===== config.mk =====
export PLATFORM = sky130hd
export DESIGN_NAME = bmp_scan_ctrl_flat
export DESIGN_NICKNAME = d
export VERILOG_FILES = /design/src/rtl/bmp_scan_ctrl_pkg.sv /design/src/rtl/bmp_scan_ctrl_if.sv /design/src/rtl/bmp_scan_ctrl_tmo.sv /design/src/rtl/bmp_scan_ctrl.sv /design/src/flat_wrapper.sv
export SDC_FILE = /design/constraint.sdc
export NUM_CORES = 1
export LEC_CHECK = 0
export ABC_AREA = 1
export CAP_MARGIN = 40
export CORE_ASPECT_RATIO = 0.5
export CORE_UTILIZATION = 60
export CTS_CLUSTER_DIAMETER = 150
export CTS_CLUSTER_SIZE = 30
export DETAILED_ROUTE_END_ITERATION = 10
export HOLD_SLACK_MARGIN = 0.15
export PLACE_DENSITY = 0.88
export REMOVE_ABC_BUFFERS = 1
export SETUP_SLACK_MARGIN = 0.3
export SYNTH_ARGS = -nofsm -noshare
export SYNTH_HDL_FRONTEND = slang
export SYNTH_SLANG_ARGS = --single-unit

===== constraint.sdc =====
create_clock -name clk -period 3.99 [get_ports clk]
set_input_delay 0.798 -clock clk [delete_from_list [all_inputs] [get_ports clk]]
set_output_delay 0.798 -clock clk [all_outputs]
set_load 0.01 [all_outputs]

===== src/rtl/bmp_scan_ctrl_pkg.sv =====
// bmp_scan_pkg: shared state type and sizes for the bitmap scan sequencer
package bmp_scan_pkg;
  localparam int NCOLS_DEF = 24;
  localparam int NROWS_DEF = 64;
  localparam int TMO_DEF = 15;
  localparam int IDX_W = 6;
  localparam int TMO_W = 8;
  typedef enum logic [3:0] {IDLE, LOAD, CREQ, CWAIT, CALU, RREQ, RWAIT, RALU, DONE, ERR} state_t;
endpackage


===== src/rtl/bmp_scan_ctrl_if.sv =====
// bmp_scan_ctrl_if: slice-register and ALU handshake bundle of the scan sequencer
interface bmp_scan_ctrl_if;
  logic bmp_wren, nextcol, nextrow, colready, rowready, alu_valid, alu_ready, alu_sel;
  logic [bmp_scan_pkg::IDX_W-1:0] idx;
  modport master (output bmp_wren, nextcol, nextrow, alu_valid, alu_sel, idx, input colready, rowready, alu_ready);
  modport slave (input bmp_wren, nextcol, nextrow, alu_valid, alu_sel, idx, output colready, rowready, alu_ready);
endinterface


===== src/rtl/bmp_scan_ctrl_tmo.sv =====
// bmp_scan_tmo: clearable saturating timeout counter, expired flags the counting cycle that reaches TMO
module bmp_scan_tmo import bmp_scan_pkg::*; #(
  parameter int TMO = TMO_DEF
) (
  input  logic clk,
  input  logic rst_n,
  input  logic clr,
  input  logic en,
  output logic expired
);
  logic [TMO_W-1:0] cnt;
  always_ff @(posedge clk or negedge rst_n)
    if (!rst_n) cnt <= '0;
    else cnt <= clr ? '0 : (en && cnt != TMO_W'(TMO)) ? cnt + TMO_W'(1) : cnt;
  always_comb expired = en && cnt >= TMO_W'(TMO - 1);
endmodule


===== src/rtl/bmp_scan_ctrl.sv =====
// bmp_scan_ctrl: loads a bitmap, then hands every column and row slice to the compare ALU
module bmp_scan_ctrl import bmp_scan_pkg::*; #(
  parameter int NCOLS = NCOLS_DEF,
  parameter int NROWS = NROWS_DEF,
  parameter int TMO = TMO_DEF
) (
  input  logic clk,
  input  logic rst_n,
  input  logic start,
  input  logic abort,
  bmp_scan_ctrl_if.master bus,
  output logic busy,
  output logic done,
  output logic err
);
  state_t state;
  logic tmo_clr, tmo_en, expired;
  always_comb tmo_clr = abort || state == CREQ || state == RREQ;
  always_comb tmo_en = !abort && ((state == CWAIT && !bus.colready) || (state == RWAIT && !bus.rowready));
  bmp_scan_tmo #(.TMO(TMO)) u_tmo (.clk(clk), .rst_n(rst_n), .clr(tmo_clr), .en(tmo_en), .expired(expired));
  always_ff @(posedge clk or negedge rst_n) begin
    if (!rst_n) begin
      state <= IDLE;
      bus.bmp_wren <= 1'b0;
      bus.nextcol <= 1'b0;
      bus.nextrow <= 1'b0;
      bus.alu_valid <= 1'b0;
      bus.alu_sel <= 1'b0;
      bus.idx <= '0;
      busy <= 1'b0;
      done <= 1'b0;
      err <= 1'b0;
    end else begin
      bus.bmp_wren <= 1'b0;
      bus.nextcol <= 1'b0;
      bus.nextrow <= 1'b0;
      done <= 1'b0;
      if (abort) begin
        state <= IDLE;
        bus.alu_valid <= 1'b0;
        bus.alu_sel <= 1'b0;
        bus.idx <= '0;
        busy <= 1'b0;
        err <= 1'b0;
      end else begin
        case (state)
          IDLE, ERR: if (start) begin
            state <= LOAD;
            bus.bmp_wren <= 1'b1;
            bus.idx <= '0;
            bus.alu_sel <= 1'b0;
            busy <= 1'b1;
            err <= 1'b0;
          end
          LOAD: begin
            state <= CREQ;
            bus.nextcol <= 1'b1;
          end
          CREQ: state <= CWAIT;
          CWAIT: if (bus.colready) begin
            state <= CALU;
            bus.alu_valid <= 1'b1;
          end else if (expired) begin
            state <= ERR;
            busy <= 1'b0;
            err <= 1'b1;
          end
          CALU: if (bus.alu_ready) begin
            bus.alu_valid <= 1'b0;
            if (bus.idx == IDX_W'(NCOLS - 1)) begin
              state <= RREQ;
              bus.idx <= '0;
              bus.alu_sel <= 1'b1;
              bus.nextrow <= 1'b1;
            end else begin
              state <= CREQ;
              bus.idx <= bus.idx + IDX_W'(1);
              bus.nextcol <= 1'b1;
            end
          end
          RREQ: state <= RWAIT;
          RWAIT: if (bus.rowready) begin
            state <= RALU;
            bus.alu_valid <= 1'b1;
          end else if (expired) begin
            state <= ERR;
            busy <= 1'b0;
            err <= 1'b1;
          end
          RALU: if (bus.alu_ready) begin
            bus.alu_valid <= 1'b0;
            if (bus.idx == IDX_W'(NROWS - 1)) begin
              state <= DONE;
              bus.idx <= '0;
              bus.alu_sel <= 1'b0;
              busy <= 1'b0;
              done <= 1'b1;
            end else begin
              state <= RREQ;
              bus.idx <= bus.idx + IDX_W'(1);
              bus.nextrow <= 1'b1;
            end
          end
          DONE: state <= IDLE;
          default: state <= IDLE;
        endcase
      end
    end
  end
endmodule


===== src/flat_wrapper.sv =====
// flat-port wrapper written by rule: the top's interface ports become plain ports
module bmp_scan_ctrl_flat import bmp_scan_pkg::*;
#(
  parameter int NCOLS = NCOLS_DEF,
  parameter int NROWS = NROWS_DEF,
  parameter int TMO = TMO_DEF
)
  (clk, rst_n, start, abort, busy, done, err, bus_bmp_wren, bus_nextcol, bus_nextrow, bus_alu_valid, bus_alu_sel, bus_idx, bus_colready, bus_rowready, bus_alu_ready);
  bmp_scan_ctrl_if bus_i ();
  input  logic clk;
  input  logic rst_n;
  input  logic start;
  input  logic abort;
  output logic busy;
  output logic done;
  output logic err;
  output wire logic [$bits(bus_i.bmp_wren)-1:0] bus_bmp_wren;
  output wire logic [$bits(bus_i.nextcol)-1:0] bus_nextcol;
  output wire logic [$bits(bus_i.nextrow)-1:0] bus_nextrow;
  output wire logic [$bits(bus_i.alu_valid)-1:0] bus_alu_valid;
  output wire logic [$bits(bus_i.alu_sel)-1:0] bus_alu_sel;
  output wire logic [$bits(bus_i.idx)-1:0] bus_idx;
  input wire logic [$bits(bus_i.colready)-1:0] bus_colready;
  input wire logic [$bits(bus_i.rowready)-1:0] bus_rowready;
  input wire logic [$bits(bus_i.alu_ready)-1:0] bus_alu_ready;
  assign bus_bmp_wren = bus_i.bmp_wren;
  assign bus_nextcol = bus_i.nextcol;
  assign bus_nextrow = bus_i.nextrow;
  assign bus_alu_valid = bus_i.alu_valid;
  assign bus_alu_sel = bus_i.alu_sel;
  assign bus_idx = bus_i.idx;
  assign bus_i.colready = bus_colready;
  assign bus_i.rowready = bus_rowready;
  assign bus_i.alu_ready = bus_alu_ready;
  bmp_scan_ctrl #(.NCOLS(NCOLS), .NROWS(NROWS), .TMO(TMO)) u_core (.clk(clk), .rst_n(rst_n), .start(start), .abort(abort), .bus(bus_i), .busy(busy), .done(done), .err(err));
endmodule

# --- Word level (Yosys, flattened, before mapping) ---
# Index checks and enable logic that the tools add are counted.
# Widths: inputs -> output; s select.
word_totals:
  register_bits: 26
  latch_bits: 0
  ramBits: 0
  mem_bits_ro: 0
  inputBits: 7
  out_inout_bits: 14
  wordCells: 119
  memories: 0
op_classes:
  addsub: 2
  multipliers: 0
  n_div: 0
  magnitude_cmp: 1
  n_eq_ne: 21
  n_shift: 0
  mux: 59
  bitwise: 0
  reduce_logical: 25
op_table:
  columns: ["cell", "n"]
  rows:
  - ["$mux 6", 6]
  - ["$mux 1", 34]
  - ["$mux 4", 8]
  - ["$pmux 4 s8", 1]
  - ["$ne 3x3->1 const B", 7]
  - ["$pmux 6 s3", 1]
  - ["$eq 4x3->1 const B", 4]
  - ["$mux 8", 2]
  - ["$reduce_and 4->1", 3]
  - ["$reduce_and 6->1", 2]
  - ["$reduce_bool 4->1", 3]
  - ["$pmux 1 s3", 3]
  - ["$add 8x1->8 const B", 1]
  - ["$eq 4x2->1 const B", 2]
  - ["$ge 8x4->1 const B", 1]
  - ["$ne 8x4->1 const B", 1]
  - ["$add 6x1->6 const B", 1]
  - ["$eq 6x5->1 const B", 1]
  - ["$eq 6x6->1 const B", 1]
  - ["$ne 3x2->1 const B", 2]
  - ["$logic_and 1x1->1", 5]
  - ["$reduce_bool 5->1", 1]
  - ["$eq 4x1->1 const B", 1]
  - ["$eq 4x4->1 const B", 1]
  - ["10 further kinds", 16]

# --- Depth between registers and ports, before layout ---
# Gate-level depths: netlist of the first run.
depth:
  depth_word: 9
  ltp_mapped: 11
  ltp_nobuf: 11

# --- Modules after synthesis ---
# Synthesis of the first run repeated with hierarchy kept, for this count alone.
unflattened:
  cells_unflattened: 265
  area_unflattened_um2: 1821.7
modules_own_cells:
  columns: ["mod", "instances", "cells_per_inst", "area_each_um2", "seq_area_each_um2"]
  rows:
  - ["bmp_scan_ctrl", 1, 195, 1290.0, 450.4]
  - ["bmp_scan_tmo", 1, 70, 531.8, 200.2]

# --- Worst setup path before layout of the first run ---
# Ideal clock, no wire load.
synth_timing:
  path_kind: "input to register"
  from: "input abort"
  to: "register u_core.bus.idx[4]"
  setup_time_ns: 0.117
  arrival_time_ns: 1.590
  t_required_ns: 3.873
  setup_slack_ns: 2.283
  cell_stages: 7
  n_path_buf: 1
  cell_sequence: "buf_2 inv_1 nand3_1 nor2_2 nor2_8 nand3_1 nand2_1"
synth_between:
  elab_chain_cells: 2
  word_cells_on_any_way: 6
  cone_classes: "eq/ne: 3; mux: 1; reduce/logical: 2"
synth_lines:
  columns: ["element", "line", "rtl"]
  rows:
  - ["start, declared", "flat_wrapper.sv:13", "input logic abort;"]
  - ["$ne 3x3->1 (no line) or $reduce_bool 4->1 (tied branches)", null, null]
  - ["$reduce_and 4->1 (no line)", null, null]
  - ["end signal, assigned", "bmp_scan_ctrl.sv:77", "bus.idx <= bus.idx + IDX_W'(1);"]
  - ["end signal, assigned", "bmp_scan_ctrl.sv:100", "bus.idx <= bus.idx + IDX_W'(1);"]
  - ["end, declared", "bmp_scan_ctrl_if.sv:5", "modport master (output bmp_wren, nextcol, nextrow, alu_valid, alu_sel, idx, input colready, rowready, alu_read ..."]
# Several ways; a longest one is shown, not always the timed one.
# A chain may end at the register's enable or synchronous reset.

# --- Worst setup path after layout of the first run ---
layout_timing:
  from: "input abort"
  to: "register u_core.u_tmo.cnt[6]"
layout_between:
  elab_chain_cells: 4
  word_cells_on_any_way: 7
  cone_classes: "mux: 1; reduce/logical: 6"
layout_lines:
  columns: ["element", "line", "rtl"]
  rows:
  - ["$logic_not 1->1", "bmp_scan_ctrl.sv:19", "always_comb tmo_en = !abort && ((state == CWAIT && !bus.colready) || (state == RWAIT && !bus.rowready));"]
  - ["$logic_and 1x1->1", "bmp_scan_ctrl.sv:19", null]
  - ["$logic_and 1x1->1", "bmp_scan_ctrl_tmo.sv:14", "else cnt <= clr ? '0 : (en && cnt != TMO_W'(TMO)) ? cnt + TMO_W'(1) : cnt;"]
  - ["$reduce_bool 2->1 (no line)", null, null]
  - ["end signal, assigned", "bmp_scan_ctrl_tmo.sv:14", null]
  - ["end, declared", "bmp_scan_ctrl_tmo.sv:11", "logic [TMO_W-1:0] cnt;"]
# Several ways; a longest one is shown, not always the timed one.

==> results.md, run 1 <==
- PnR worst setup slack: about 1.5 ns
- Worst vdd ir: approximately 230 uV
- Die width: 79.2 um
- Initial Utilization: 65.8%
- Hold Path Class: flip-flop to flip-flop
- RSZ-0062 raised after global routing: no
- Final period util: around three fifths
- I/O pin count: 21
- Crit path arrival time: roughly 2.6 ns
- Final setup viols: 0
- Clock sink total: 26
- Syn avg cell area: ~6.9 sq um
- Max cap viols: 0
- Core box area: about 2700 sq um
- # hold bufs at CTS: 0
- Die area: approximately 3200 sq um
- Slew of the pin with the lowest slew margin: about 0.47 ns
- RR Endpoint: u_core.bus.alu_sel
- Placed instance area: around 2000 sq um
- Max-slew violation count: 0
- Setup crit start: abort
- Netlist Area Pre-Place: ~1800 sq um
- Yosys warnings: 0
- Post-CTS sizing: 0
- Layout area overhead: 15.3%
- 1st-iter DRT viols: 91
- P_leak: about 1.1 nW
- Filler Cells Inserted: about 220
- Rel. slew slack: 68.8%
- Synth area leader: dfrtp_1
- Max Clock Skew: approximately 0.0029 ns
- Reg2reg path depth: 8
- Final Wtd Congestion: approximately 0.9
- Register area share after synthesis: 36.4%
- R2r setup slk: between 2 and 2.5 ns
- Vias: between 1500 and 2000
- H-tree Lvls: 1
- DRC viols: 0
- Via-to-Cell Ratio: 5.51
- CTS clk-pin slew, worst paths: 0.08 ns
- Setup TNS Final: 0 ns
- Min Tclk post-route: about 2.4 ns
- Drt total wl: just over 4 mm
- GRT overflow: 0
- Rows: 13
- Synth cell types: 29
- Diode count: 0
- Port Buf Inserts: 20
- Worst skew pair latency: roughly 0.27 ns
- Final Cell Area: roughly 2100 sq um
- Global-route wire length before repair: between 6 and 7 mm
- Startpoint Class: input pin
- CTS tree: built
- WS Path Type: input pin to flip-flop
- Fin nets: ~290
- Antenna violations before repair: 0
- Worst path required time: 4.16 ns
- Endpoint type of the worst setup path: flip-flop
- Cells after synthesis: about 260
- CP Capture Point: u_core.u_tmo.cnt[6]
- CTS buffer count: 3
- All-Layer GR Usage: between 20 and 30%
- Max FO, Critical Path: 15
- Share of the synthesized area in the top cell type: 36.4%
- Count of state elements after synthesis: 26
- Clk buf depth: 2
- Root Driver: clkbuf_8
- Fin. Hold Viols: 0
- Worst slack, placed: between 1 and 1.5 ns
- Outcome: complete, no violations
- Vias in the first global route: approximately 1500
- Share of layout cells above drive strength 1: 12.1%
- Drt wl/cell: 13.1 um
- Reg2reg start: u_core.state[3]
- Fin util: between 70% and 80%
- Power Density: ~370 nW/um^2
- First drt pass iteration count: 4
- Antenna Violating Nets Remaining: 0
- Post-CTS setup buffer count: 0
- Area contributors post-synth: dfrtp_1 (36%), nand2_1 (14%), inv_1 (7.3%), nand3_1 (6.7%), nor2_1 (5.9%)
- Largest net degree at the start of global routing: 27
- DP HPWL: approximately 3.2 mm
- Die height: roughly 40 um
- Max Clock Freq: 409 MHz
==> cell type report <==
cell class | instances | area [sq um] | share of cell area (%)
Timing Repair Buffer | 21 | 208 | 10.1
Inverter | 40 | 153 | 7.40
Tap cell | 37 | 46.3 | 2.25
Multi-Input combinational cell | 190 | 963 | 46.7
Clock buffer | 3 | 41.3 | 2.00
Sequential cell | 26 | 651 | 31.6
==> power by group <==
| part | leakage, nW | switching [mW] | internal (mW) |
|---|---|---|---|
| clock | 0.0216 | 0.0785 | 0.0678 |
| combinational | 0.675 | 0.196 | 0.107 |
| sequential | 0.359 | 0.0254 | 0.288 |
==> cells by family (layout without fill, tap and decap cells) <==
family	Yosys count	in the layout	share of synthesized area [%]
simple gates	158	158	41.6
fa+ha+maj	3	3	2.10
flops	26	26	36.4
buf+inv	43	64	9.73
xor+xnor	4	4	1.96
compound gates	25	25	8.26
==> through the flow <==
stage | power, mW | hold WS [ns] | instances
6_report | 0.763 | 0.484 | 317
5_1_grt | 0.810 | 0.504 | 317
4_1_cts | 0.765 | 0.489 | 317
3_5_place_dp | 0.617 | 0.470 | 314
3_3_place_gp | 0.608 | 0.456 | 314
2_1_floorplan | 0.528 | 0.490 | 256
==> cells in the final DEF (no fill, tap or decap), drive strengths merged <==
master         netlist  layout
buf                  3       1
o21bai               1       1
nand2               81      81
o32ai                1       1
nor2                35      35
nand4                7       7
a21oi                3       3
dfrtp               26      26
xnor2                1       1
nand3               26      26
o21ai               19      19
nor3                 8       8
nand3b               1       1
xor2                 3       3
o22ai                1       1
inv                 40      40
ha                   3       3
clkbuf               0       3
clkdlybuf4s50        0      20
==> worst min-delay path by stage <==
stage | cells past startpoint | end | slack, ns | startpoint
2_1_floorplan | 1 | u_core.u_tmo.cnt[0] | 0.49 | u_core.u_tmo.cnt[0]
3_3_place_gp | 2 | u_core.busy | 0.46 | u_core.busy
3_5_place_dp | 2 | u_core.busy | 0.47 | u_core.busy
4_1_cts | 2 | u_core.busy | 0.49 | u_core.busy
5_1_grt | 2 | u_core.busy | 0.50 | u_core.busy
6_report | 2 | u_core.busy | 0.48 | u_core.busy
==> routing by layer <==
metal / track usage, % / up-vias / wire length [um]
met4: 7.27 / 0 / 32
met5: 0 / - / 0
met2: 55.0 / 56 / 2030
li1: - / 870 / -
met1: 32.8 / 816 / 1800
met3: 7.50 / 6 / 279
==> worst max-delay path: stages <==
cell             delay (ns)
clkdlybuf4s50_1        0.62
inv_1                  0.46
nand2_1                0.18
nor2_4                 0.22
nand2_1                0.15
nand3_1                0.12
o21ai_1                0.06
==> sequential cells by signal (all words and copies together) (netlist names) <==
name / flops
u_core.bus.alu_sel: 1
u_core.bus.alu_valid: 1
u_core.bus.bmp_wren: 1
u_core.bus.idx: 6
u_core.bus.nextcol: 1
u_core.bus.nextrow: 1
u_core.busy: 1
u_core.done: 1
u_core.err: 1
u_core.state: 4
u_core.u_tmo.cnt: 8
==> synthesized netlist by cell type <==
| cell | n |
|---|---|
| ha_1 | 3 |
| o32ai_1 | 1 |
| o22ai_1 | 1 |
| nand3_1 | 24 |
| inv_4 | 1 |
| inv_2 | 4 |
| buf_6 | 1 |
| nor2_8 | 1 |
| o21ai_1 | 5 |
| o21ai_2 | 3 |
| xor2_1 | 3 |
| inv_1 | 35 |
| nor3_1 | 8 |
| xnor2_1 | 1 |
| buf_2 | 2 |
| nand3_2 | 2 |
| a21oi_2 | 1 |
| nand3b_1 | 1 |
| nand4_1 | 7 |
| a21oi_1 | 2 |
| nand2_4 | 2 |
| nor2_1 | 28 |
| nor2_2 | 5 |
| o21ai_0 | 11 |
| nor2_4 | 1 |
| o21bai_1 | 1 |
| dfrtp_1 | 26 |
| nand2_1 | 69 |
| nand2_2 | 10 |
No activity file was read; power rests on OpenSTA's default activity.
==> run 2, diff against run 1 <==
--- a/config.mk
+++ b/config.mk
@@ -8,12 +8,12 @@
 export ABC_AREA = 1
 export CAP_MARGIN = 40
 export CORE_ASPECT_RATIO = 0.5
-export CORE_UTILIZATION = 60
+export CORE_UTILIZATION = 56
 export CTS_CLUSTER_DIAMETER = 150
 export CTS_CLUSTER_SIZE = 30
 export DETAILED_ROUTE_END_ITERATION = 10
 export HOLD_SLACK_MARGIN = 0.15
-export PLACE_DENSITY = 0.88
+export PLACE_DENSITY = 0.83
 export REMOVE_ABC_BUFFERS = 1
 export SETUP_SLACK_MARGIN = 0.3
 export SYNTH_ARGS = -nofsm -noshare
==> constraint.sdc (replaced) <==
create_clock -name clk -period 2.4 [get_ports clk]
set_input_delay 0.48 -clock clk [delete_from_list [all_inputs] [get_ports clk]]
set_output_delay 0.48 -clock clk [all_outputs]
set_load 0.01 [all_outputs]
==> results.md, run 2 (synthesis gave the netlist of run 1 again) <==
- RR Endpoint: u_core.bus.alu_sel
- Final setup viols: 0
- Rows: 14
- Outcome: complete, no violations
- H-tree Lvls: 1
- # hold bufs at CTS: 0
- Share of layout cells above drive strength 1: about an eighth
- Filler Cells Inserted: ~270
- Post-CTS setup buffer count: 0
- Fin. Hold Viols: 0
- Post-CTS sizing: 0
- First drt pass iteration count: 4
- Via-to-Cell Ratio: between 5 and 6
- Cell Chain, Critical Path: clkdlybuf4s50_1, nor2_1, nand3_2, nand2_2, nand2_1, nand2_1, nand3_1, nand2_1, nand2_1
- Worst skew pair latency: ~0.28 ns
- Vias: around 1700
- Worst path required time: about 2.6 ns
- Endpoint type of the worst setup path: flip-flop
- 1st-iter DRT viols: between 100 and 150
- GRT overflow: 0
- Clock sink total: 26
- Clk buf depth: 2
- Die height: roughly 42 um
- Rel. slew slack: approximately three quarters
- CTS clk-pin slew, worst paths: about 0.090 ns
- Crit path arrival time: approximately 2.0 ns
- Largest net degree at the start of global routing: 27
- Layout area overhead: 16.7%
- Regs by FF count: u_core.u_tmo.cnt x8, u_core.bus.idx x6, u_core.state x4
- Most frequent cells in the layout: nand2_1 (69), inv_1 (35), nor2_1 (28)
- Fin nets: between 200 and 300
- DRC viols: 0
- Max cap viols: 0
- Setup TNS Final: 0 ns
- Drt wl/cell: 12.6 um
- CTS tree: built
- Power Density: 630 nW/um^2
- I/O pin count: 21
- Root Driver: clkbuf_8
- WS Path Type: input pin to flip-flop
- Largest register FFs: 8
- Antenna violations before repair: 0
- Worst vdd ir: ~320 uV
- P_leak: between 1 and 1.5 nW
- CP max stage delay: around 0.6 ns
- Max Clock Skew: between 0.006 and 0.007 ns
- Vias in the first global route: 1586
- Die area: 3440 sq um
- Largest register by flop count: u_core.u_tmo.cnt
- Diode count: 0
- Setup crit start: abort
- Startpoint Class: input pin
- Initial Utilization: about 60%
- Slowest cell on crit path: clkdlybuf4s50_1
- Reg2reg start: u_core.state[3]
- Max FO, Critical Path: 11
- Core box area: approximately 3000 sq um
- Min Tclk post-route: approximately 1.8 ns
- All-Layer GR Usage: roughly a quarter
- Drt total wl: 4.06 mm
- Hold Path Class: flip-flop to flip-flop
- Max Clock Freq: ~550 MHz
- Antenna Violating Nets Remaining: 0
- Total power draw: approximately 1.3 mW
- Most used cell, CP: nand2_1
- Port Buf Inserts: 20
- Final period util: 76.1%
- RSZ-0062 raised after global routing: no
- Final Wtd Congestion: ~0.93
- Max-slew violation count: 0
- Die width: 81.9 um
- CP Capture Point: u_core.busy
- Slew of the pin with the lowest slew margin: between 0.3 and 0.4 ns
- Global-route wire length before repair: between 6 and 7 mm
- DP HPWL: ~3 mm
- CTS buffer count: 3
- Commonest non-fill, non-tap cell in the layout: nand2_1
- R2r setup slk: 0.76 ns
- Reg2reg path depth: 8
==> run 2: cell types whose count changed in the layout (fill, tap and decap cells not counted), sizes merged <==
cell    change
buf         +1
clkbuf      +1
==> run 2: critical path, delay by kind of cell <==
| family | cells | cell delay, ns |
|---|---|---|
| simple gates | 8 | 0.91 |
| buf+inv | 1 | 0.60 |
==> run 2: worst min path at each step <==
stage | start | end | slack, ns | cells after the start
after floorplan | rst_n | u_core.bus.alu_sel | 0.18 | 0
after global placement | u_core.busy | u_core.busy | 0.46 | 2
after detailed placement | u_core.bus.alu_sel | u_core.bus.alu_sel | 0.48 | 2
after CTS | u_core.bus.alu_sel | u_core.bus.alu_sel | 0.50 | 2
after global routing | u_core.bus.alu_sel | u_core.bus.alu_sel | 0.51 | 2
final | u_core.bus.alu_sel | u_core.bus.alu_sel | 0.49 | 2
==> run 2: final cells by class <==
class / count / area (sq um) / share of cell area, %
sequential: 26 / 651 / 31.2
inverter: 40 / 153 / 7.31
clock buffer: 4 / 55.1 / 2.64
multi-input combinational: 190 / 963 / 46.2
timing repair buffer: 22 / 215 / 10.3
tap: 40 / 50.0 / 2.40
==> run 2: metrics by stage <==
step	util (%)	cell area [sq um]	std cells	setup WS, ns	hold slack (ns)
4_1_cts	69.3	2090	322	0.592	0.498
6_report	69.3	2090	322	0.574	0.494
5_1_grt	69.3	2090	322	0.443	0.513
2_1_floorplan	-	1770	256	0.908	0.184
3_3_place_gp	67.4	2030	318	0.345	0.460
3_5_place_dp	67.4	2030	318	0.297	0.478
==> run 2: layer usage <==
layer  routed length [um]  share of wire (%)  GRT usage, %  vias to the layer above
met1                 1890                 46          34.3                      759
met5                    0                  0             0                        -
met2                 1870                 46          43.5                       56
met4                   70                1.7          7.37                        0
li1                     -                  -             -                      866
met3                  227                5.6          6.81                       10
==> run 2: report_power, final <==
group / total (mW) / switching (mW) / internal [mW]
Sequential: 0.521 / 0.0426 / 0.478
Combinational: 0.508 / 0.328 / 0.179
Clock: 0.287 / 0.140 / 0.147
Total: 1.32 / 0.511 / 0.804
